<file path="src/rtl/clock_step_controller.sv">
// Panel-driven CPU clock-enable sequencer: cycle step, instruction step, run, breakpoint, halt.
// Optional breakpoint support is compiled in when BREAKPOINT_EN is defined.
module clock_step_controller #(
    parameter int unsigned DEBOUNCE_CYCLES = 50000
) (
    input  logic        i_clk,
    input  logic        i_nReset,
    input  logic        i_btnStep,
    input  logic        i_swInstrNCycle,
    input  logic        i_swStepNRun,
    input  logic        i_swEnableBreakpoint,
    input  logic [15:0] i_breakpointAddress,
    input  logic        i_instrDone,
    input  logic [15:0] i_nextPc,
    input  logic        i_halt,
    output logic        o_clkEn,
    output logic [2:0]  o_state,
    output logic        o_breakHit
);

    localparam int unsigned CNT_W      = (DEBOUNCE_CYCLES > 2) ? $clog2(DEBOUNCE_CYCLES) : 1;
    localparam int unsigned IDX_STEP   = 0;
    localparam int unsigned IDX_INSTR  = 1;
    localparam int unsigned IDX_MODE   = 2;
`ifdef BREAKPOINT_EN
    localparam int unsigned IDX_BP     = 3;
    localparam int unsigned NIN        = 4;
`else
    localparam int unsigned NIN        = 3;
`endif

    typedef enum logic [2:0] {
        WAIT  = 3'd0,
        CYCLE = 3'd1,
        INSTR = 3'd2,
        RUN   = 3'd3,
        BREAK = 3'd4,
        HALT  = 3'd5
    } stateT;

    logic [NIN-1:0]   raw;
    logic [NIN-1:0]   sync1;
    logic [NIN-1:0]   sync2;
    logic [NIN-1:0]   stable;
    logic [CNT_W-1:0] cnt [NIN];
    logic             stepPrev;
    logic             stepReq;
    logic             stepMode;
    logic             instrMode;
    logic             bpHit;
    stateT            state;

`ifdef BREAKPOINT_EN
    assign raw   = {i_swEnableBreakpoint, i_swStepNRun, i_swInstrNCycle, i_btnStep};
    assign bpHit = i_instrDone & stable[IDX_BP] & (i_nextPc == i_breakpointAddress);
`else
    logic unusedBp;
    assign raw      = {i_swStepNRun, i_swInstrNCycle, i_btnStep};
    assign bpHit    = 1'b0;
    assign unusedBp = ^{i_swEnableBreakpoint, i_breakpointAddress, i_nextPc};
`endif

    assign stepMode  = stable[IDX_MODE];
    assign instrMode = stable[IDX_INSTR];
    assign o_state   = 3'(state);

    // Synchronise and debounce every panel input; any bounce restarts the count.
    always_ff @(posedge i_clk) begin
        if (!i_nReset) begin
            sync1  <= '0;
            sync2  <= '0;
            stable <= '0;
            for (int i = 0; i < int'(NIN); i++) begin
                cnt[i] <= '0;
            end
        end else begin
            sync1 <= raw;
            sync2 <= sync1;
            for (int i = 0; i < int'(NIN); i++) begin
                if (sync2[i] != stable[i]) begin
                    if (cnt[i] == CNT_W'(DEBOUNCE_CYCLES - 1)) begin
                        stable[i] <= sync2[i];
                        cnt[i]    <= '0;
                    end else begin
                        cnt[i] <= cnt[i] + CNT_W'(1);
                    end
                end else begin
                    cnt[i] <= '0;
                end
            end
        end
    end

    // One-cycle step request on the accepted press edge only.
    always_ff @(posedge i_clk) begin
        if (!i_nReset) begin
            stepPrev <= 1'b0;
            stepReq  <= 1'b0;
        end else begin
            stepPrev <= stable[IDX_STEP];
            stepReq  <= stable[IDX_STEP] & ~stepPrev;
        end
    end

    // Sequencer; outputs are registered alongside the state they belong to.
    always_ff @(posedge i_clk) begin
        if (!i_nReset) begin
            state      <= WAIT;
            o_clkEn    <= 1'b0;
            o_breakHit <= 1'b0;
        end else begin
            o_clkEn    <= 1'b0;
            o_breakHit <= 1'b0;
            case (state)
                WAIT: begin
                    if (!stepMode) begin
                        state   <= RUN;
                        o_clkEn <= 1'b1;
                    end else if (stepReq) begin
                        state   <= instrMode ? INSTR : CYCLE;
                        o_clkEn <= 1'b1;
                    end
                end
                CYCLE: begin
                    state <= i_halt ? HALT : WAIT;
                end
                INSTR: begin
                    if (i_halt) begin
                        state <= HALT;
                    end else if (i_instrDone) begin
                        state <= WAIT;
                    end else begin
                        o_clkEn <= 1'b1;
                    end
                end
                RUN: begin
                    if (i_halt) begin
                        state <= HALT;
                    end else if (bpHit) begin
                        state      <= BREAK;
                        o_breakHit <= 1'b1;
                    end else if (stepMode) begin
                        state <= WAIT;
                    end else begin
                        o_clkEn <= 1'b1;
                    end
                end
                BREAK: begin
                    if (stepMode) begin
                        state <= WAIT;
                    end else if (stepReq) begin
                        state   <= RUN;
                        o_clkEn <= 1'b1;
                    end else begin
                        o_breakHit <= 1'b1;
                    end
                end
                HALT: begin
                    state <= HALT;
                end
                default: begin
                    state <= WAIT;
                end
            endcase
        end
    end

endmodule

</file>
<file path="config.mk">
export PLATFORM = sky130hd
export DESIGN_NAME = clock_step_controller
export DESIGN_NICKNAME = d
export VERILOG_FILES = /design/src/rtl/clock_step_controller.sv
export SDC_FILE = /design/constraint.sdc
export NUM_CORES = 1
export LEC_CHECK = 0
export ABC_AREA = 1
export BUFFER_PORTS_ARGS = -buffer_cell sky130_fd_sc_hd__buf_2
export CAP_MARGIN = 20
export CORE_UTILIZATION = 30
export CTS_CLUSTER_DIAMETER = 80
export DETAILED_ROUTE_END_ITERATION = 7
export HOLD_SLACK_MARGIN = 0.03
export PLACE_DENSITY = 0.48
export SLEW_MARGIN = 5
export SYNTH_ARGS = -nofsm -noshare
export SYNTH_HDL_FRONTEND = slang
export SYNTH_SLANG_ARGS = --single-unit
</file>
<file path="constraint.sdc">
create_clock -name i_clk -period 3 [get_ports i_clk]
set_clock_uncertainty 0.1 [all_clocks]
set_input_delay 0.6 -clock i_clk [delete_from_list [all_inputs] [get_ports i_clk]]
set_output_delay 0.6 -clock i_clk [all_outputs]
set_load 0.01 [all_outputs]
</file>
# ---- After elaboration in Yosys (flattened, before gate mapping)
# Memories as Yosys holds them, arrays and structs flattened.
# Index checks and enable logic that the tools add are counted.
dict set report totals {
  elab_cells 111
  reg_bits 16
  output_inout_bits 5
  mem_bits_rw 48
  n_memories 1
  input_bits 40
}
# name words width rd rd_clocked_by_memory_dff write_ports line_no
set mem_list {}
lappend mem_list {cnt 3 16 3 0 3 45} ;# logic [CNT_W-1:0] cnt [NIN];
dict set report classes {
  n_addsub 3
  n_reduce_logical 6
  n_mux 63
  n_bitwise 13
  eq_ne 15
}
# cell count
set ops {}
lappend ops {{16-bit 2-to-1 mux} 9}
lappend ops {{16-bit by 1-bit adder with 16-bit output, second input constant} 3}
lappend ops {{16-bit equality test, second input constant} 3}
lappend ops {{1-bit 2-to-1 mux} 42}
lappend ops {{3-bit 2-to-1 mux} 9}
lappend ops {{3-bit one-hot mux with 6 select lines} 1}
lappend ops {{3-bit inequality test, second input constant} 4}
lappend ops {{1-bit OR} 9}
lappend ops {{3-bit by 2-bit equality test with 1-bit output, second input constant} 2}
lappend ops {{3-bit equality test, second input constant} 2}
lappend ops {{2-bit AND reduction} 3}
lappend ops {{1-bit one-hot mux with 4 select lines} 1}
lappend ops {{4-bit AND reduction} 1}
lappend ops {{3-bit by 1-bit equality test with 1-bit output, second input constant} 1}
lappend ops {{3-bit zero test} 1}
lappend ops {{1-bit inequality test} 3}
lappend ops {{1-bit NOT} 3}
lappend ops {{3-bit OR reduction} 1}
lappend ops {{2-bit 2-to-1 mux} 1}
lappend ops {{1-bit AND} 1}

# ---- Depth between registers and ports, before layout
# An unclocked memory read counts as a cell.
dict set report depth {
  ltp_word 9
  depth_mapped 8
  ltp_nobuf 8
}

# ---- Worst setup path after synthesis
# Ideal clock, no wire load.
dict set report synth_path {
  path_type {reg2reg}
  from {memory cnt[1][0] (netlist bit)}
  to {memory cnt[1][10] (netlist bit), data pin}
  path_buffers 1
  setup_ns 0.254
  period_less_slack_ns 1.563
  required_ns 2.646
  t_arrival_ns 1.208
  slack_ns 1.437
  path_stages_with_launch 8
  cell_sequence {edfxtp_1 -> ha_1 -> nand3_2 -> nor2_2 -> nand3_2 -> nand2_4 -> buf_8 -> nor2_2}
}
# element line_no
set synth_lines {}
lappend synth_lines {{start, declared} 45}

==> impl_metrics.ini <==
[sta]
rsz0062_at_grt = false
drv_slew = 0
fin_ws_ns = 1.268
fmax_mhz = 577.4
min_period_ns = 1.732
setup_viol = 0
fin_setup_tns_ns = 0
fin_crit_sh_pct = 57.73
finalHoldViolations = 0

[clock_network]
numClockSinks = 64
cts_max_path_buffers = 2
cts_resized = 0
hold_buffers = 0
post_cts.repair.setup_buffers = 0
cts_buffers = 9
clkLatencyLatePin_ns = 0.33
h-tree-depth = 3
root_buffer = clkbuf_16
cts.clk_slew.worst_paths_ns = 0.05
cts_tree = yes

[layout]
diodes = 0
final_common_cell = nand2_1
fillers = 1238
drive_gt1_share_pct = 11.53
syn_to_final_growth_pct = 18.26
multiInputGateArea_mm2 = 0.001814
final_cell_mix = 111 x nand2_1, 82 x nor2_1, 56 x inv_1
regArea_mm2 = 0.001762
nets = 567

[placed_design]
hpwl_um = 5068
dp_slack_ns = 1.061
portBuffers = 11
routabilityCongestion = 0.8502

[detailed_routing]
via_per_inst = 4.290
wl_per_cell_um = 10.20
vias = 2900
drt-initial-drc-count = 162
firstDrtPassIters = 5
drt-total-wl_um = 6892
drc = 0
ant_nets = 0

[global_routing]
grt_max_degree = 17
grt_pass1_vias = 2688
track_usage_pct = 12.45
overflow = 0
antenna_found_initial = 0
grt_pass1_wl_um = 12390

[die]
io_pins = 45
die_w_um = 112.5
core_area_mm2 = 0.01196
die_area_mm2 = 0.01267
initial_core_util_pct = 30.65
num_rows = 40
fp.dieH_um = 112.5

[worst_hold_path]
hp-start = stepPrev
holdPathStages = 1
hold_class = flip-flop to flip-flop
whs_endpoint = stepReq

[worst_setup_path]
reg2reg_slack_ns = 1.27
cp-end-kind = flip-flop
r2r_cells = 6
worstSetupStartpointType = flip-flop
critPathKind = flip-flop to flip-flop
r2r-end = cnt[0][11]
crit_required_ns = 2.97
crit_arrival_ns = 1.70
critPathMaxFanout = 16
worst_r2r_startpoint = cnt[0][0]

[yosys]
yosys.area_share.simple_pct = 34.30
yosys_warnings = 0
synth_xor_xnor_area_share_pct = 4.778
netlist_area_mm2 = 0.003666
ys_ff_latch = 64
syn_inst = 459
synthAdderAreaFrac_pct = 1.024
avgSynthCellArea_um2 = 7.987
yosysSeqAreaShare_pct = 48.05
synth_top_family_by_area = simple AND/OR/NAND/NOR gates
synthMuxAreaShare_pct = 0
synth_compound_area_share_pct = 4.471
synth.distinct_cells = 27

[flow_run]
maxCapViolCount = 0

[power_and_ir_drop]
total_power_w = 0.002352
leakagePower_nw = 1.771
ir_worst_vdd_v = 0.0001794
power_density_mw_per_mm2 = 542.6

[status]
status = finished, final reports clean
==> metal layers <==
layer / track usage [%] / routed length, um
met1: 16.54 / 3618
met4: 7.200 / 175
met3: 2.754 / 184
met5: 0 / 0
met2: 18.64 / 2913
==> sequential cells by signal, indices dropped and copies added (netlist names) <==
name / count
cnt: 48
stable: 3
o_clkEn: 1
sync1: 3
sync2: 3
o_breakHit: 1
stepReq: 1
stepPrev: 1
o_state: 3
==> critical path, stage by stage, from the launching register on <==
cell	delay (ns)
edfxtp_1	0.37
ha_1	0.26
nand3_1	0.14
nor2_2	0.14
nand3_1	0.10
nand2_2	0.27
nor2_1	0.10
==> through the flow <==
| step | area [um2] | std cells | hold WS [ns] | utilization, % |
|---|---|---|---|---|
| 5_1_grt | 4335 | 676 | 0.3105 | 36.24 |
| 4_1_cts | 4335 | 676 | 0.2855 | 36.24 |
| 6_report | 4335 | 676 | 0.2815 | 36.24 |
| 3_5_place_dp | 4040 | 660 | 0.2763 | 33.78 |
| 2_1_floorplan | 3842 | 506 | 0.2681 | - |
| 3_3_place_gp | 4040 | 660 | 0.2727 | 33.78 |
==> layout make-up <==
type	instances	area share (%)
Clock buffer	14	6.580
Multi-Input combinational cell	378	41.85
Clock inverter	2	0.2309
Timing Repair Buffer	11	1.270
Inverter	60	5.195
Sequential cell	64	40.63
Tap cell	147	4.242
==> synthesized netlist by cell type <==
cell	number	share of area [%]
ha_1	3	1.0
a21oi_2	3	0.72
nand4_1	19	3.2
o21ai_0	4	0.55
conb_1	1	0.10
nand3_4	1	0.48
buf_8	1	0.41
nor2_2	14	2.4
nand2_4	2	0.61
inv_2	4	0.41
inv_1	56	5.7
nand3_2	3	0.82
nor2_1	82	8.4
o21ai_1	2	0.27
edfxtp_1	48	39
dfxtp_1	16	8.7
xnor2_1	8	1.9
a21oi_1	20	2.7
or2_2	2	0.34
nor2_4	4	1.2
o21bai_1	1	0.20
nand2_2	3	0.51
xor2_1	12	2.9
clkbuf_1	1	0.10
nand3_1	36	4.9
nand2_1	111	11
buf_6	2	0.61
==> power by group <==
| part | internal, W | leakage [nW] | switching, W |
|---|---|---|---|
| Sequential | 0.00101 | 0.626 | 0.0000555 |
| Clock | 0.000652 | 0.148 | 0.000381 |
| Combinational | 0.0000916 | 0.997 | 0.000161 |
| Total | 0.00175 | 1.77 | 0.000598 |
==> worst max-delay path by stage <==
| stage | from | to |
|---|---|---|
| 5_1_grt | cnt[0][0] | cnt[0][11] |
| 4_1_cts | cnt[0][0] | cnt[0][11] |
| 3_3_place_gp | i_nReset | cnt[0][10] |
| 6_report | cnt[0][0] | cnt[0][11] |
| 3_5_place_dp | i_nReset | cnt[0][11] |
| 2_1_floorplan | cnt[1][0] | cnt[1][10] |
==> logic make-up (layout without fill, tap and decap cells) <==
family | Yosys count | after routing
other | 1 | 48
xor gates and xnor gates | 20 | 20
DFF | 64 | 64
AOI/OAI and AO/OA | 30 | 30
buffers and inverters | 64 | 87
and+or+nand+nor | 277 | 277
adders and majority gates | 3 | 3
(Power assumes the default switching activity.)
